`config.mk`:
```
export PLATFORM = sky130hd
export DESIGN_NAME = gumnut_fetch_unit
export DESIGN_NICKNAME = d
export VERILOG_FILES = /design/src/rtl/gumnut_fetch_unit.sv
export SDC_FILE = /design/constraint.sdc
export NUM_CORES = 1
export LEC_CHECK = 0
export ABC_AREA = 1
export CAP_MARGIN = 30
export CORE_UTILIZATION = 55
export DETAILED_ROUTE_END_ITERATION = 12
export PLACE_DENSITY_LB_ADDON = 0.12
export SETUP_SLACK_MARGIN = 0.02
export SKIP_LAST_GASP = 1
export SYNTH_ARGS = -nofsm -noshare
export SYNTH_HDL_FRONTEND = slang
export SYNTH_SLANG_ARGS = --single-unit
export TNS_END_PERCENT = 5
```
`constraint.sdc`:
```
create_clock -name clk_i -period 3.9 [get_ports clk_i]
set_input_delay 0.39 -clock clk_i [delete_from_list [all_inputs] [get_ports clk_i]]
set_output_delay 0.39 -clock clk_i [all_outputs]
set_load 0.01 [all_outputs]
```
`src/rtl/gumnut_fetch_unit.sv`:
```
// Gumnut instruction-fetch front end.
// A Wishbone-classic fetch master keeps a small prefetch FIFO topped up with
// {pc, instruction} pairs. Redirects flush the FIFO; a fetch that is still in
// flight when a redirect arrives is allowed to finish on the bus (DRAIN) and
// its data is thrown away.
module gumnut_fetch_unit #(
    parameter int              AW         = 12,
    parameter int              IW         = 18,
    parameter int              DEPTH      = 4,
    parameter logic [AW-1:0]   RESET_ADDR = '0
) (
    input  logic                     clk_i,
    input  logic                     rst_i,
    input  logic                     clkEn_i,
    output logic                     inst_cyc_o,
    output logic                     inst_stb_o,
    output logic [AW-1:0]            inst_addr_o,
    input  logic [IW-1:0]            inst_dat_i,
    input  logic                     inst_ack_i,
    input  logic                     pc_load_i,
    input  logic [AW-1:0]            pc_target_i,
    output logic                     inst_valid_o,
    output logic [IW-1:0]            inst_o,
    output logic [AW-1:0]            inst_pc_o,
    input  logic                     inst_ready_i,
    output logic [$clog2(DEPTH):0]   fifo_level_o
);

    localparam int PW = $clog2(DEPTH);
    localparam int CW = PW + 1;
    localparam logic [CW-1:0] FULL_LVL = CW'(DEPTH);

    typedef enum logic [1:0] {
        ST_IDLE,   // no bus cycle open
        ST_REQ,    // bus cycle open, data will be kept
        ST_DRAIN   // bus cycle open for a request made before a redirect
    } state_t;

    state_t               r_state;
    state_t               w_state_next;
    logic                 r_stb;
    logic [AW-1:0]        r_addr;
    logic [AW-1:0]        w_addr_next;
    logic [AW-1:0]        r_fetch_pc;
    logic [AW-1:0]        w_fetch_pc_next;

    logic [AW+IW-1:0]     r_mem [DEPTH];
    logic [PW-1:0]        r_rd_ptr;
    logic [PW-1:0]        r_wr_ptr;
    logic [CW-1:0]        r_count;
    logic [CW-1:0]        w_count_next;

    logic                 w_ack;
    logic                 w_flush;
    logic                 w_push;
    logic                 w_pop;
    logic                 w_space;

    // Bus handshake and FIFO bookkeeping for this cycle.
    always_comb begin
        w_ack   = r_stb & inst_ack_i;
        w_flush = pc_load_i;
        w_push  = (r_state == ST_REQ) & w_ack & ~pc_load_i;
        // A pop that coincides with a flush has no effect of its own.
        w_pop   = inst_ready_i & (r_count != '0) & ~w_flush;
        if (w_flush) begin
            w_count_next = '0;
        end else begin
            w_count_next = r_count + CW'(w_push) - CW'(w_pop);
        end
        w_space = (w_count_next < FULL_LVL);
    end

    // Fetch FSM next-state and next request address.
    always_comb begin
        // NOTE: every output of this block gets a default first, so no path
        // leaves a variable unassigned and no latch is inferred.
        w_state_next    = r_state;
        w_addr_next     = r_addr;
        w_fetch_pc_next = r_fetch_pc;
        unique case (r_state)
            ST_IDLE: begin
                if (pc_load_i) begin
                    w_fetch_pc_next = pc_target_i;
                    w_addr_next     = pc_target_i;
                    w_state_next    = ST_REQ;
                end else if (w_space) begin
                    w_addr_next  = r_fetch_pc;
                    w_state_next = ST_REQ;
                end
            end
            ST_REQ: begin
                if (w_ack && !pc_load_i) begin
                    w_fetch_pc_next = r_addr + AW'(1);
                    if (w_space) begin
                        w_addr_next = r_addr + AW'(1);
                    end else begin
                        w_state_next = ST_IDLE;
                    end
                end else if (w_ack && pc_load_i) begin
                    // Returned word belongs to the old stream: drop it and
                    // start the new stream on the very next bus cycle.
                    w_fetch_pc_next = pc_target_i;
                    w_addr_next     = pc_target_i;
                end else if (pc_load_i) begin
                    // Wishbone cycles are never aborted; wait for the ack.
                    w_fetch_pc_next = pc_target_i;
                    w_state_next    = ST_DRAIN;
                end
            end
            ST_DRAIN: begin
                if (pc_load_i) begin
                    w_fetch_pc_next = pc_target_i;
                end
                if (w_ack) begin
                    w_addr_next  = pc_load_i ? pc_target_i : r_fetch_pc;
                    w_state_next = ST_REQ;
                end
            end
            default: begin
                w_state_next = ST_IDLE;
            end
        endcase
    end

    // Fetch FSM state, strobe and address registers.
    always_ff @(posedge clk_i) begin
        // NOTE: sequential state uses non-blocking assignments so every
        // register samples the pre-edge values of the others.
        if (rst_i) begin
            r_state    <= ST_IDLE;
            r_stb      <= 1'b0;
            r_addr     <= RESET_ADDR;
            r_fetch_pc <= RESET_ADDR;
        end else if (clkEn_i) begin
            r_state    <= w_state_next;
            r_stb      <= (w_state_next != ST_IDLE);
            r_addr     <= w_addr_next;
            r_fetch_pc <= w_fetch_pc_next;
        end
    end

    // FIFO pointers and occupancy.
    always_ff @(posedge clk_i) begin
        if (rst_i) begin
            r_rd_ptr <= '0;
            r_wr_ptr <= '0;
            r_count  <= '0;
        end else if (clkEn_i) begin
            if (w_flush) begin
                r_rd_ptr <= '0;
                r_wr_ptr <= '0;
            end else begin
                if (w_push) begin
                    r_wr_ptr <= r_wr_ptr + PW'(1);
                end
                if (w_pop) begin
                    r_rd_ptr <= r_rd_ptr + PW'(1);
                end
            end
            r_count <= w_count_next;
        end
    end

    // FIFO storage: write the acknowledged word at the tail.
    always_ff @(posedge clk_i) begin
        // NOTE: the storage array has no reset; entries are only read while
        // the count says they hold data, so only pointers and count reset.
        if (clkEn_i && w_push) begin
            r_mem[r_wr_ptr] <= {r_addr, inst_dat_i};
        end
    end

    assign inst_cyc_o              = r_stb;
    assign inst_stb_o              = r_stb;
    assign inst_addr_o             = r_addr;
    assign {inst_pc_o, inst_o}     = r_mem[r_rd_ptr];
    assign inst_valid_o            = (r_count != '0);
    assign fifo_level_o            = r_count;

endmodule

```
### Word-level counts from Yosys, hierarchy flattened

Memories as Yosys holds them, arrays and structs flattened. A register that Yosys moved wholly into a read port is not among the register bits.
Cells that the tools add are included.

| cells by class | value |
|---|---|
| bitwise operators | 6 |
| $add $sub $neg | 5 |
| eq/ne operators | 6 |
| order comparisons | 1 |
| reductions and logical operators | 16 |
| multiplexer cells | 28 |

Operator list:

| cell | count |
|---|---|
| $mux 12 | 9 |
| $pmux 12 s3 | 1 |
| $mux 2 | 13 |
| $pmux 12 s2 | 1 |
| $add 12x1->12 const B | 1 |
| $reduce_bool 2->1 | 4 |
| $ne 3x3->1 const B | 2 |
| $pmux 2 s3 | 1 |
| $reduce_and 2->1 | 3 |
| $reduce_and 6->1 | 1 |
| $reduce_bool 3->1 | 2 |
| $and 1x1->1 | 5 |
| $add 2x1->2 const B | 2 |
| $add 3x1->3 | 1 |
| $logic_and 1x1->1 | 3 |
| $lt 3x3->1 const B | 1 |
| $mux 3 | 1 |
| $ne 3x1->1 const B | 1 |
| $sub 3x1->3 | 1 |
| $eq 2x1->1 const B | 1 |
| $eq 2x2->1 const B | 1 |
| $logic_not 2->1 | 1 |
| $mux 1 | 2 |
| $ne 2x2->1 const B | 1 |
| other kinds (3) | 3 |

| word-level totals | value |
|---|---|
| word-level logic and storage cells | 70 |
| register bits after elaboration | 34 |
| memory bits (writable) | 120 |
| memories kept | 1 |
| bits of input ports | 36 |

Memories:

| name | words | bits a word | read ports | clocked after memory_dff | write ports | line | source |
|---|---|---|---|---|---|---|---|
| r_mem | 4 | 30 | 1 | 1 | 1 | 47 | `logic [AW+IW-1:0] r_mem [DEPTH];` |

### Logic depth before layout (Yosys ltp)

Gate-level depths: netlist of run 1.

| logic depth | value |
|---|---|
| depth after elaboration | 11 |
| depth in mapped cells | 18 |
| depth with buffers taken out | 17 |

### Least setup slack after synthesis of run 1

No wires, ideal clock.

| timing path | value |
|---|---|
| path type | register to register |
| from | register r_stb (netlist: inst_cyc_o) |
| to | memory r_mem[0][0] in the netlist's numbering (enable) |
| required time | 3483 ps |
| library setup time | 417 ps |
| slack | 1142 ps |
| arrival time | 2341 ps |
| buffers on the path | 0 |
| cell stages (with the launch flop) | 7 |
| period minus slack after synthesis | 2758 ps |
| path through | dfxtp_1 > nand2_2 > nor2_4 > nand2_2 > nor2_1 > inv_2 > nor2_1 |

| between the ends | value |
|---|---|
| word-level cells in the longest chain between the ends | 6 |

Ends and longest elaborated chain:

| item | line | source |
|---|---|---|
| start: declaration | 41 | `logic r_stb;` |
| start signal: assignment | 137 | `r_stb <= (w_state_next != ST_IDLE);` |
| $and 1x1->1 | 61 | `w_ack = r_stb & inst_ack_i;` |
| $and 1x1->1 (2 in a row) | 63 | `w_push = (r_state == ST_REQ) & w_ack & ~pc_load_i;` |
| $logic_and 1x1->1 | 169 | `if (clkEn_i && w_push) begin` |
| $mux 1 | 169 |  |
| $mux 1 (not written as such) | 170 | `r_mem[r_wr_ptr] <= {r_addr, inst_dat_i};` |
| end: declaration | 47 |  |

No other way between the ends.

### Final worst setup path of run 1

| timing path | value |
|---|---|
| from | register r_state[1] |
| to | register r_addr[0] (netlist: inst_addr_o[0]) |

| between the ends | value |
|---|---|
| word-level cells in the longest chain between the ends | 9 |

Ends and longest elaborated chain:

| item | line | source |
|---|---|---|
| start: declaration | 39 | `state_t r_state;` |
| start signal: assignment | 136 | `r_state <= w_state_next;` |
| $eq 2x1->1 | 63, 81 |  |
| $and 1x1->1 (2 in a row) | 63 |  |
| $add 3x1->3 | 69 | `w_count_next = r_count + CW'(w_push) - CW'(w_pop);` |
| $sub 3x1->3 | 69 |  |
| $mux 3 | 66 | `if (w_flush) begin` |
| $lt 3x3->1 | 71 | `w_space = (w_count_next < FULL_LVL);` |
| $ne 3x3->1 (no source line) | -- |  |
| $reduce_and 6->1 (no source line) | -- |  |
| end signal: assignment | 138 | `r_addr <= w_addr_next;` |
| end: declaration | 42 | `logic [AW-1:0] r_addr;` |

Parallel ways exist; a longest one is shown, timed or not.
A chain may end at the register's enable or synchronous reset.

==> results_dict.tcl, run 1 <==
set metrics [dict create \
    clk_latency_ps 420 \
    synth_warnings 0 \
    grt.total_usage_pct 25.1 \
    die_w_um 113 \
    drv_slew 0 \
    core_um2 12000 \
    crit_arrival_ps 3500 \
    cts_tree "built" \
    numCtsBuffers 17 \
    layout_commonest_cell "edfxtp_1" \
    clk_path_buf_depth 2 \
    final_cell_mix "120 x edfxtp_1, 103 x nand2_1, 98 x nor2_1" \
    antenna_found_initial 0 \
    fin_crit_ps 3150 \
    required_ps 4250 \
    portBuffers 83 \
    peakVddDrop_v 0.000399 \
    max_freq_mhz 317 \
    clock_skew_ps 9.43 \
    yosysUniqueCellTypes 31 \
    syn_inst 666 \
    ctsHoldBuffers 0 \
    grt_max_degree 37 \
    period_share_pct 80.8 \
    dr.pass1.iters 6 \
    setup_ws_ps 749 \
    post-cts-setup-buffers 0 \
    ant_nets 0 \
    start_util_pct 56.2 \
    cts.clk_slew.worst_paths_ps 60 \
    wl_per_cell_um 16.4 \
    start_kind "register" \
    post_drt_via_cell_ratio 5.63 \
    vias 5114 \
    max_slew_margin_pct 52.3 \
    dpl_cell_area_um2 7730 \
    max_slew.worst_pin.slew_ps 713 \
    outcome "finished clean" \
    cts_sinks 156 \
    syn_nets 710 \
    std_cell_rows 40 \
    die_h_um 113 \
    fill_cells 916 \
    fin_util_pct 69.7 \
    io_pins 84 \
    grt_pass1_vias 4843 \
    drive_gt1_share_pct 9.07 \
    drtIter0Drc 406 \
    final_area_um2 8340 \
    hp-class "reg -> reg" \
    finalHoldViolCount 0 \
    gp_congestion 0.918 \
    grt_first_pass_wirelength_mm 24.1 \
    area_growth_pct 24.1 \
    power_density_nw_per_um2 472 \
    syn_area_um2 6720 \
    detailed_place_hpwl_mm 9.67 \
    avgSynthCellArea_um2 10.1 \
    seq_area_frac_synth_pct 64.3 \
    cp_max_fo 17 \
    tns_ps 0 \
    htreeDepth 4 \
    crit_type "reg -> reg" \
    cts_resized 0 \
    synth_seq_cells 156 \
    globalRoute.totalOverflow 0 \
    setup_viol_count_final 0 \
    dpl_worst_slack_ps 594 \
    nets 792 \
    finalPower_mw 3.93 \
    num_antenna_cells 0 \
    p_leak_nw 3.03 \
    rsz0062_at_grt "false" \
    end_kind "register" \
    cts-root-buf "clkbuf_16" \
    maxCapViolations 0 \
    routed_wl_mm 14.9 \
    drt_drc_violations_left 0 \
    die_area_um2 12700 \
]
## cells in the mapped netlist
| cell type | count | share of area [%] |
|---|---|---|
| buf_6 | 1 | 0.17 |
| nor2_1 | 102 | 5.7 |
| a211oi_1 | 1 | 0.11 |
| edfxtp_1 | 120 | 54 |
| or2_1 | 2 | 0.19 |
| nand3_1 | 25 | 1.9 |
| nand4_1 | 5 | 0.47 |
| buf_1 | 3 | 0.17 |
| buf_4 | 2 | 0.22 |
| nor2_4 | 1 | 0.17 |
| a21oi_1 | 35 | 2.6 |
| or2_2 | 1 | 0.093 |
| nand2_1 | 103 | 5.8 |
| ha_1 | 7 | 1.3 |
| clkbuf_1 | 20 | 1.1 |
| nor3_1 | 2 | 0.15 |
| o22ai_1 | 33 | 3.1 |
| a21oi_2 | 2 | 0.26 |
| inv_1 | 37 | 2.1 |
| dfxtp_1 | 36 | 11 |
| nor3_2 | 1 | 0.15 |
| o21ai_1 | 16 | 1.2 |
| or2_0 | 1 | 0.093 |
| o21ai_0 | 82 | 6.1 |
| fa_1 | 1 | 0.30 |
| o21ai_4 | 1 | 0.24 |
| nand2_2 | 4 | 0.37 |
| a22oi_1 | 1 | 0.11 |
| xor2_1 | 4 | 0.52 |
| buf_2 | 8 | 0.60 |
| inv_2 | 9 | 0.50 |
## registers in the layout, indices dropped and copies added (netlist names), named ones only
name,count
r_mem,120
inst_addr_o,12
r_fetch_pc,12
fifo_level_o,3
r_rd_ptr,2
r_state,2
r_wr_ptr,2
inst_cyc_o,1
## worst max-delay path, stage by stage (launching register included)
cell and delay (ps):
dfxtp_1 340, inv_2 110, nand2_1 260, inv_2 330, nand2_2 170, ha_1 290
inv_1 60, ha_1 130, inv_1 50, fa_1 370, nand3_1 140, nand4_1 170
nand2_2 260, inv_2 150, nand2_1 90, nand2_1 60, a21oi_2 110
## final timing paths
check / to / cells after the start / slack (ps) / start
setup reg to reg: inst_addr_o[0] / 16 / 750 / r_state[1]
setup / recovery: inst_addr_o[0] / 16 / 750 / r_state[1]
hold reg to reg: r_fetch_pc[11] / 2 / 470 / r_fetch_pc[11]
hold / removal: r_fetch_pc[11] / 2 / 470 / r_fetch_pc[11]
## metrics by stage
stage               hold slack, ps  instances
finish                         470        908
global route                   491        908
CTS                            473        908
detailed placement             465        876
global placement               449        876
floorplan                      441        666
## power by group
part           switching [mW]  total [mW]  internal [mW]
registers              0.0504        1.88           1.83
logic                   0.211       0.380          0.169
clock network           0.622        1.68           1.06
## layer usage
| layer | up-vias | share of wire (%) | track usage [%] |
|---|---|---|---|
| met5 | - | 0 | 0 |
| met4 | 0 | 2.0 | 10.5 |
| met3 | 27 | 5.5 | 5.24 |
| met2 | 184 | 51 | 42.8 |
| met1 | 2423 | 41 | 31.2 |
| li1 | 2480 | - | - |
## cells by family (layout without fill, tap and decap cells)
family,Yosys count,count (layout),share of synthesized area [%]
AO/OA/AOI/OAI,171,171,13.7
XOR/XNOR,4,4,0.521
adder cells (fa/ha/maj),8,8,1.60
buffers and inverters,80,175,4.84
flip-flops,156,156,64.3
AND/OR/NAND/NOR,247,247,15.0
## cell type report
class | instances | area (µm²) | share of cell area [%]
multi-input combinational | 430 | 2100 | 25.2
timing repair buffer | 97 | 948 | 11.4
clock buffer | 21 | 470 | 5.64
sequential | 156 | 4330 | 51.8
tap | 147 | 184 | 2.20
inverter | 46 | 173 | 2.07
clock inverter | 11 | 141 | 1.69
Power figures use the tool's default switching activity.
==> run 2: changes to the inputs <==
clock period = 3.2 ns   (was 3.9 ns; I/O delays follow)
==> run 2 against run 1 <==
Clock skew grew 1.8 ps. Register-to-register slack got worse by 290 ps. Clock power up 24%. Core utilization grew 0.36 points. Cell area increased by 0.51%. Largest power group unchanged.
==> results_dict.tcl, run 2 (same netlist as run 1, synthesis figures left out) <==
set metrics [dict create \
    outcome "finished clean" \
    final_cell_mix "120 x edfxtp_1, 103 x nand2_1, 98 x nor2_1" \
    grt_first_pass_wirelength_mm 24.4 \
    cts_tree "built" \
    grt.total_usage_pct 25.5 \
    setup_ws_ps 374 \
    drive_gt1_share_pct 9.53 \
    max_freq_mhz 354 \
    grt_max_degree 61 \
    layout_commonest_cell "edfxtp_1" \
    crit_arrival_ps 2510 \
    cp_max_fo 36 \
    final_area_um2 8390 \
    finalHoldViolCount 0 \
    regToRegStartpoint "fifo_level_o[1]" \
    antenna_found_initial 0 \
    hold_path_depth 2 \
    die_area_um2 12700 \
    largest-register "r_mem" \
    tns_ps 0 \
    required_ps 2880 \
    portBuffers 83 \
    core_um2 12000 \
    dpl_cell_area_um2 7770 \
    drtIter0Drc 520 \
    clk_path_buf_depth 2 \
    clk_latency_ps 420 \
    start_util_pct 56.2 \
    crit_type "reg -> out" \
    rsz0062_at_grt "false" \
    std_cell_rows 40 \
    gp_congestion 0.920 \
    dpl_worst_slack_ps 163 \
    max_slew.worst_pin.slew_ps 698 \
    start_kind "register" \
    post-cts-setup-buffers 0 \
    hold_start "r_fetch_pc[11]" \
    finalPower_mw 4.85 \
    worst_hold_path.endpoint "r_fetch_pc[11]" \
    post_drt_via_cell_ratio 5.71 \
    vias 5217 \
    power_density_nw_per_um2 579 \
    maxCapViolations 0 \
    numCtsBuffers 17 \
    period_share_pct 88.3 \
    clock_skew_ps 11.2 \
    detailed_place_hpwl_mm 9.79 \
    wl_per_cell_um 17.0 \
    largest_register_ffs 120 \
    max_slew_margin_pct 53.2 \
    fin_crit_ps 2830 \
    setup_viol_count_final 0 \
    die_w_um 113 \
    num_antenna_cells 0 \
    drt_drc_violations_left 0 \
    die_h_um 113 \
    p_leak_nw 3.06 \
    cts_resized 0 \
    end_kind "output port" \
    r2r_end "inst_addr_o[0]" \
    ctsHoldBuffers 0 \
    nets 797 \
    io_pins 84 \
    regToRegSetupSlack_ps 460 \
    area_growth_pct 24.8 \
    hp-class "reg -> reg" \
    globalRoute.totalOverflow 0 \
    peakVddDrop_v 0.000344 \
    routed_wl_mm 15.5 \
    reg2regPathDepth 16 \
    cts-root-buf "clkbuf_16" \
    htreeDepth 4 \
    ant_nets 0 \
    grt_pass1_vias 4859 \
    drv_slew 0 \
    cts_sinks 156 \
    dr.pass1.iters 6 \
    cts.clk_slew.worst_paths_ps 60 \
]
run 2: cell types whose count changed in the layout (fill, tap and decap cells not counted):
cell	delta
buf_4	+5
bufinv_16	+1
clkbuf_1	+1
clkbuf_8	-2
clkinv_4	-1
clkinvlp_4	+1
run 2: per-stage QoR:
stage / cells / hold WS, ps / utilization [%]
global route: 913 / 489 / 70.1
global placement: 881 / 449 / 64.9
finish: 913 / 467 / 70.1
detailed placement: 881 / 456 / 64.9
floorplan: 666 / 419 / -
CTS: 913 / 465 / 70.1
run 2: cell type report:
type / count / area, µm²
Fill cell: 899 / 3580
Tap cell: 147 / 184
Clock buffer: 20 / 447
Timing Repair Buffer: 102 / 986
Clock inverter: 12 / 170
Sequential cell: 156 / 4330
Inverter: 46 / 173
Multi-Input combinational cell: 430 / 2100
run 2: power by group:
| group | switching [mW] | internal, mW | total (mW) |
|---|---|---|---|
| combinational | 0.267 | 0.212 | 0.478 |
| clock | 0.770 | 1.32 | 2.09 |
| sequential | 0.0551 | 2.23 | 2.28 |
run 2: metal layers:
layer | vias up | GRT usage (%) | routed length [µm]
li1 | 2494 | - | -
met1 | 2472 | 31.6 | 6310
met2 | 227 | 44.3 | 7950
met3 | 24 | 5.78 | 978
met4 | 0 | 8.98 | 244
met5 | - | 0 | 0
run 2: worst max path at each step:
stage / from / endpoint / depth (start not counted)
2_1_floorplan: inst_cyc_o / r_mem[0][0] / 6
3_3_place_gp: inst_ack_i / inst_addr_o[8] / 15
3_5_place_dp: inst_ack_i / inst_addr_o[6] / 15
4_1_cts: register / inst_o[4] / 5
5_1_grt: register / inst_o[4] / 5
6_report: register / inst_o[4] / 5
run 2: worst max-delay path, cell delays in order (launching register included):
cell and delay, ps:
dfxtp_2 330, clkinv_1 550, buf_12 410, o21ai_0 190, o22ai_1 120, clkdlybuf4s50_1 490
